[config.mk]
export PLATFORM = sky130hd
export DESIGN_NAME = bcd_tick_counter
export DESIGN_NICKNAME = d
export VERILOG_FILES = /design/src/rtl/bcd_disp_pkg.sv /design/src/rtl/tick_prescaler.sv /design/src/rtl/bcd_tick_counter.sv
export SDC_FILE = /design/constraint.sdc
export NUM_CORES = 1
export LEC_CHECK = 0
export BUFFER_PORTS_ARGS = -buffer_cell sky130_fd_sc_hd__buf_2
export CAP_MARGIN = 20
export CORE_ASPECT_RATIO = 1.1
export CORE_UTILIZATION = 32
export CTS_BUF_LIST = sky130_fd_sc_hd__clkbuf_4 sky130_fd_sc_hd__clkbuf_8 sky130_fd_sc_hd__clkbuf_16
export DETAILED_ROUTE_END_ITERATION = 6
export PLACE_DENSITY = 0.5
export SETUP_SLACK_MARGIN = 0.2
export SYNTH_ARGS = -nofsm -noshare
export SYNTH_HDL_FRONTEND = slang
export SYNTH_HIERARCHICAL = 1
export SYNTH_SLANG_ARGS = --single-unit
[constraint.sdc]
create_clock -name clk -period 5.4 [get_ports clk]
set_input_delay 1.08 -clock clk [delete_from_list [all_inputs] [get_ports clk]]
set_output_delay 1.08 -clock clk [all_outputs]
set_load 0.02 [all_outputs]
[src/rtl/bcd_disp_pkg.sv]
// Shared BCD digit type and 7-segment encoding for the HEX display counter.
// Segment codes are active-low {g,f,e,d,c,b,a}.
package bcd_disp_pkg;

    typedef logic [3:0] bcd_digit_t;
    typedef logic [6:0] seg7_t;

    localparam bcd_digit_t BCD_MAX   = 4'd9;
    localparam bcd_digit_t BCD_ZERO  = 4'd0;

    localparam seg7_t SEG_0     = 7'h40;
    localparam seg7_t SEG_1     = 7'h79;
    localparam seg7_t SEG_2     = 7'h24;
    localparam seg7_t SEG_3     = 7'h30;
    localparam seg7_t SEG_4     = 7'h19;
    localparam seg7_t SEG_5     = 7'h12;
    localparam seg7_t SEG_6     = 7'h02;
    localparam seg7_t SEG_7     = 7'h78;
    localparam seg7_t SEG_8     = 7'h00;
    localparam seg7_t SEG_9     = 7'h10;
    localparam seg7_t SEG_BLANK = 7'h7F;

    function automatic seg7_t seg7_decode(input bcd_digit_t d);
        seg7_t s;
        case (d)
            4'd0:    s = SEG_0;
            4'd1:    s = SEG_1;
            4'd2:    s = SEG_2;
            4'd3:    s = SEG_3;
            4'd4:    s = SEG_4;
            4'd5:    s = SEG_5;
            4'd6:    s = SEG_6;
            4'd7:    s = SEG_7;
            4'd8:    s = SEG_8;
            4'd9:    s = SEG_9;
            default: s = SEG_BLANK;
        endcase
        return s;
    endfunction

    // Non-decimal nibbles are coerced to zero so the count never holds an illegal digit.
    function automatic bcd_digit_t bcd_sanitize(input bcd_digit_t d);
        return (d > BCD_MAX) ? BCD_ZERO : d;
    endfunction

endpackage

[src/rtl/tick_prescaler.sv]
// Divides clk by CLK_HZ/TICK_HZ while enabled; tick marks the last cycle of each period.
// clr restarts the period and masks the tick in the cycle it is asserted.
module tick_prescaler #(
    parameter int CLK_HZ  = 50_000_000,
    parameter int TICK_HZ = 1_000_000
) (
    input  logic clk,
    input  logic rst,
    input  logic en,
    input  logic clr,
    output logic tick
);

    localparam int DIV   = CLK_HZ / TICK_HZ;
    localparam int CNT_W = (DIV > 2) ? $clog2(DIV) : 1;
    localparam logic [CNT_W-1:0] CNT_LAST = CNT_W'(DIV - 1);
    localparam logic [CNT_W-1:0] CNT_ONE  = CNT_W'(1);

    logic [CNT_W-1:0] r_cnt;
    logic             w_at_last;

    assign w_at_last = (r_cnt == CNT_LAST);
    assign tick      = en && !clr && w_at_last;

    always_ff @(posedge clk or posedge rst) begin
        if (rst) begin
            r_cnt <= '0;
        end else if (clr) begin
            r_cnt <= '0;
        end else if (en) begin
            r_cnt <= w_at_last ? '0 : r_cnt + CNT_ONE;
        end
    end

endmodule

[src/rtl/bcd_tick_counter.sv]
// Multi-digit BCD up/down counter stepped by an internal prescaler, with
// per-digit 7-segment outputs, optional leading-zero blanking and a wrap strobe.
module bcd_tick_counter
    import bcd_disp_pkg::*;
#(
    parameter int DIGITS   = 2,
    parameter int CLK_HZ   = 50_000_000,
    parameter int TICK_HZ  = 1_000_000,
    parameter bit BLANK_LZ = 1'b0
) (
    input  logic                  clk,
    input  logic                  rst,
    input  logic                  en,
    input  logic                  up,
    input  logic                  load,
    input  logic [4*DIGITS-1:0]   load_val,
    output logic [4*DIGITS-1:0]   bcd,
    output logic [7*DIGITS-1:0]   seg,
    output logic                  tick,
    output logic                  wrap
);

    logic                w_tick;
    logic [4*DIGITS-1:0] w_bcd;
    logic [DIGITS-1:0]   w_step;
    logic                w_rollover;
    logic [DIGITS-1:0]   w_blank;
    logic                r_wrap;

    tick_prescaler #(
        .CLK_HZ  (CLK_HZ),
        .TICK_HZ (TICK_HZ)
    ) u_prescaler (
        .clk  (clk),
        .rst  (rst),
        .en   (en),
        .clr  (load),
        .tick (w_tick)
    );

    // Ripple carry/borrow: digit k steps when every lower digit sits at its limit.
    always_comb begin
        logic v_c;
        w_step = '0;
        v_c    = w_tick;
        for (int k = 0; k < DIGITS; k++) begin
            w_step[k] = v_c;
            if (up) begin
                v_c = v_c && (w_bcd[4*k +: 4] == BCD_MAX);
            end else begin
                v_c = v_c && (w_bcd[4*k +: 4] == BCD_ZERO);
            end
        end
        w_rollover = v_c;
    end

    // Digit k blanks when it and every higher digit are zero; digit 0 always shows.
    always_comb begin
        logic v_z;
        w_blank = '0;
        v_z     = 1'b1;
        for (int k = DIGITS - 1; k >= 0; k--) begin
            v_z = v_z && (w_bcd[4*k +: 4] == BCD_ZERO);
            if (BLANK_LZ && (k > 0)) begin
                w_blank[k] = v_z;
            end
        end
    end

    for (genvar k = 0; k < DIGITS; k++) begin : g_digit
        bcd_digit_t r_digit;
        bcd_digit_t w_next;

        always_comb begin
            if (up) begin
                w_next = (r_digit == BCD_MAX) ? BCD_ZERO : r_digit + 4'd1;
            end else begin
                w_next = (r_digit == BCD_ZERO) ? BCD_MAX : r_digit - 4'd1;
            end
        end

        always_ff @(posedge clk or posedge rst) begin
            if (rst) begin
                r_digit <= BCD_ZERO;
            end else if (load) begin
                r_digit <= bcd_sanitize(load_val[4*k +: 4]);
            end else if (w_step[k]) begin
                r_digit <= w_next;
            end
        end

        assign w_bcd[4*k +: 4] = r_digit;
        assign seg[7*k +: 7]   = w_blank[k] ? SEG_BLANK : seg7_decode(r_digit);
    end

    // w_rollover is already gated by tick, so a load cycle can never raise wrap.
    always_ff @(posedge clk or posedge rst) begin
        if (rst) begin
            r_wrap <= 1'b0;
        end else begin
            r_wrap <= w_rollover;
        end
    end

    assign bcd  = w_bcd;
    assign tick = w_tick;
    assign wrap = r_wrap;

endmodule

==> summary.txt <==
Floorplan
  – Core box area: 0.00465 mm^2
  – Die Span Y: 75.2 um
  – Die span in x: 68.6 um
  – Initial Utilization: 33.5%
  – Die ar.: 0.00516 mm^2
  – Number of core rows: 26
  – Io pins: 37

Critical path
  – Critical path launch point type: primary input
  – Reg2reg setup slack: 3.15 ns
  – Worst Path Arrival: 1.90 ns
  – Critical Path Sink Type: output port
  – Kind of critical path: in2out
  – CP Max Fanout: 24
  – Required @ worst endpoint: 4.32 ns

Pwr
  – Leakage: 0.000855 uW
  – Worst vdd ir: 0.0799 mV
  – Tot Pwr: 364 uW
  – P per Cell Area: 201 mW/mm^2

STA
  – Final hold vios: 0
  – Hold slack: 0.535 ns
  – Tcrit/Tclk final: 55.1%
  – RSZ-0062 raised after global routing: no
  – Max-slew violations: 0
  – Post-Route Skew: 0.00251 ns
  – Setup TNS: 0 ns
  – Max Freq: 336 MHz
  – Relative slew slack: 62.2%
  – Final Setup Violations: 0
  – Crit path time final: 2.98 ns
  – Slew @ Worst Pin: 0.567 ns

Global route
  – Vias in the first global route: 1258
  – Pin count of the biggest net entering global routing: 25
  – Met3 usage: 1.06%
  – Grt ovf: 0
  – Initial antenna violation count: 0
  – GR Util met2: 23.2%
  – Grt peak-use layer: met2
  – First-pass GRT wire length: 5910 um
  – M1 GR Usage: 21.8%
  – All-Layer GR Usage: 14.8%

Routing
  – Drt first pass iters: 4
  – Residual DRC count: 0
  – Vias: 1511
  – Iter 0 DRT Violations: 105
  – Drt total wl: 3780 um
  – Final antenna-violating net count: 0
  – Drt wl/cell: 13.1 um
  – Vias per cell: 5.23

Clocking
  – Resized cells post-CTS: 0
  – CTS buffer count: 3
  – CTS tree: yes
  – Clock-pin slew on the worst setup and hold paths: 0.06 ns
  – Post-CTS setup buffers: 0
  – Clk_lat worst skew: 0.24 ns
  – Sink Count: 15
  – Bufs on Longest Clock Path: 2
  – Hold_buf cts: 0
  – CTS HTree Levels: 1
  – Root buf cell: clkbuf_8

Synthesis
  – Main synth FF type: dfrtp_1
  – Avg Cell Area, Syn: 7.60 um^2
  – Post-synthesis sequential area ratio: 24.1%
  – Post-synth ARST share: 100%
  – Yosys top cell by area: dfrtp_1
  – Synth Warn #: 6
  – Synth cell types: 51
  – Synth Net Count: 232
  – Post-synth top area share: 24.1%
  – Gate Count Post-Synth: 205
  – Top cells by area, synth: dfrtp_1 24%, ha_1 11%, nor2_1 5.8%
  – Post-Synthesis Cell Area: 0.00156 mm^2
  – #FFs+latches synth: 15
  – Number of synthesized flops with an enable pin: 0

Min path
  – HP Class: reg2reg

Placed design
  – Placer Congestion: 0.706
  – # port buffers: 36
  – DP HPWL: 2760 um

Cells and area
  – ANT cells: 0
  – Layout area overhead: 16.1%
  – NumNets Final: 261
  – Share of cells above drive strength 1: 20.6%
  – Fill cells: 509

Outcome
  – Status: finished clean

Flow run
  – Max-Cap Viols: 0
-- cell families after synthesis --
kind of cell             Yosys count  synth area share [%]
AND/OR/NAND/NOR                   87                  29.9
AO/OA/AOI/OAI                     63                  27.0
buffers and inverters             23                  5.94
flip-flops                        15                  24.1
adder cells (fa/ha/maj)           14                  11.2
multiplexers                       2                  1.28
XOR/XNOR                           1                 0.562
-- where the power goes --
group	switching (uW)	leakage, uW	total, uW	internal [uW]
Sequential	19.3	0.000201	137	118
Clock	35.3	0.0000262	92.4	57.1
Combinational	81.3	0.000628	134	52.7
-- stage by stage --
stage          util [%]  worst slack, ns  cells  area (um^2)
6_report           38.9             2.42    289         1810
3_5_place_dp       37.9             2.41    285         1760
5_1_grt            38.9             2.28    289         1810
2_1_floorplan         -             2.21    205         1560
3_3_place_gp       37.9             2.43    285         1760
4_1_cts            38.9             2.41    289         1810
-- state kept, by name (all words and copies together), names as in the netlist --
register	count
g_digit.r_digit	8
u_prescaler/r_cnt	6
wrap	1
-- final timing paths --
kind / start / endpoint / depth (start not counted)
max: load / tick / 3
min: u_prescaler/r_cnt[4] / u_prescaler/r_cnt[4] / 1
max reg2reg: u_prescaler/r_cnt[1] / g_digit[1].r_digit[3] / 8
min reg2reg: u_prescaler/r_cnt[4] / u_prescaler/r_cnt[4] / 1
max in group asynchronous: rst / g_digit[0].r_digit[3] / 2
min in group asynchronous: rst / u_prescaler/r_cnt[4] / 2
-- cells in the mapped netlist (2+ instances only) --
cell type  number
nor2_1         24
nand2_1        17
dfrtp_1        15
a21oi_1        14
ha_1           14
o21ai_0        13
nand2b_1       10
inv_1           8
clkbuf_1        7
o31ai_1         7
nor3b_1         6
buf_2           5
nand3_1         5
o21ai_1         5
a31oi_1         4
and3_1          4
nor2b_1         4
and3b_1         3
a21boi_0        2
inv_2           2
mux2i_1         2
nand3b_1        2
o22ai_1         2
or2_1           2
or3b_1          2
-- cell usage in the layout, fill, tap and decap left out, types with 2 or more instances in the layout --
cell      instances
nor2b_1           4
or3b_1            2
buf_2            36
o31ai_1           7
nand2_1          17
inv_1             8
nor2_1           24
nand2b_1         10
a21oi_1          14
and3b_1           3
and3_1            4
dfrtp_1          15
nand3_1           5
a31oi_1           4
or2_1             2
o21ai_1           5
mux2i_1           2
a21boi_0          2
inv_2             2
ha_1             14
nand3b_1          2
clkbuf_8          3
nor3b_1           6
o21ai_0          13
o22ai_1           2
-- layout make-up --
class / instances / area (um^2) / share of cell area (%)
sequential: 15 / 375 / 20.7
inverter: 10 / 37.5 / 2.07
multi-input combinational: 167 / 1090 / 60.3
tap: 56 / 70.1 / 3.87
clock buffer: 4 / 48.8 / 2.70
timing repair buffer: 37 / 188 / 10.4
-- layer usage --
| layer | vias up | wire length [um] |
|---|---|---|
| met5 | - | 0 |
| met4 | 0 | 23 |
| li1 | 796 | - |
| met2 | 29 | 1720 |
| met3 | 2 | 144 |
| met1 | 684 | 1890 |
-- worst max-delay path, stage by stage --
cell and delay (ns):
buf_2 0.23, nor4b_1 0.35, buf_2 0.23
Note: power is estimated with default switching activity, not from simulation.
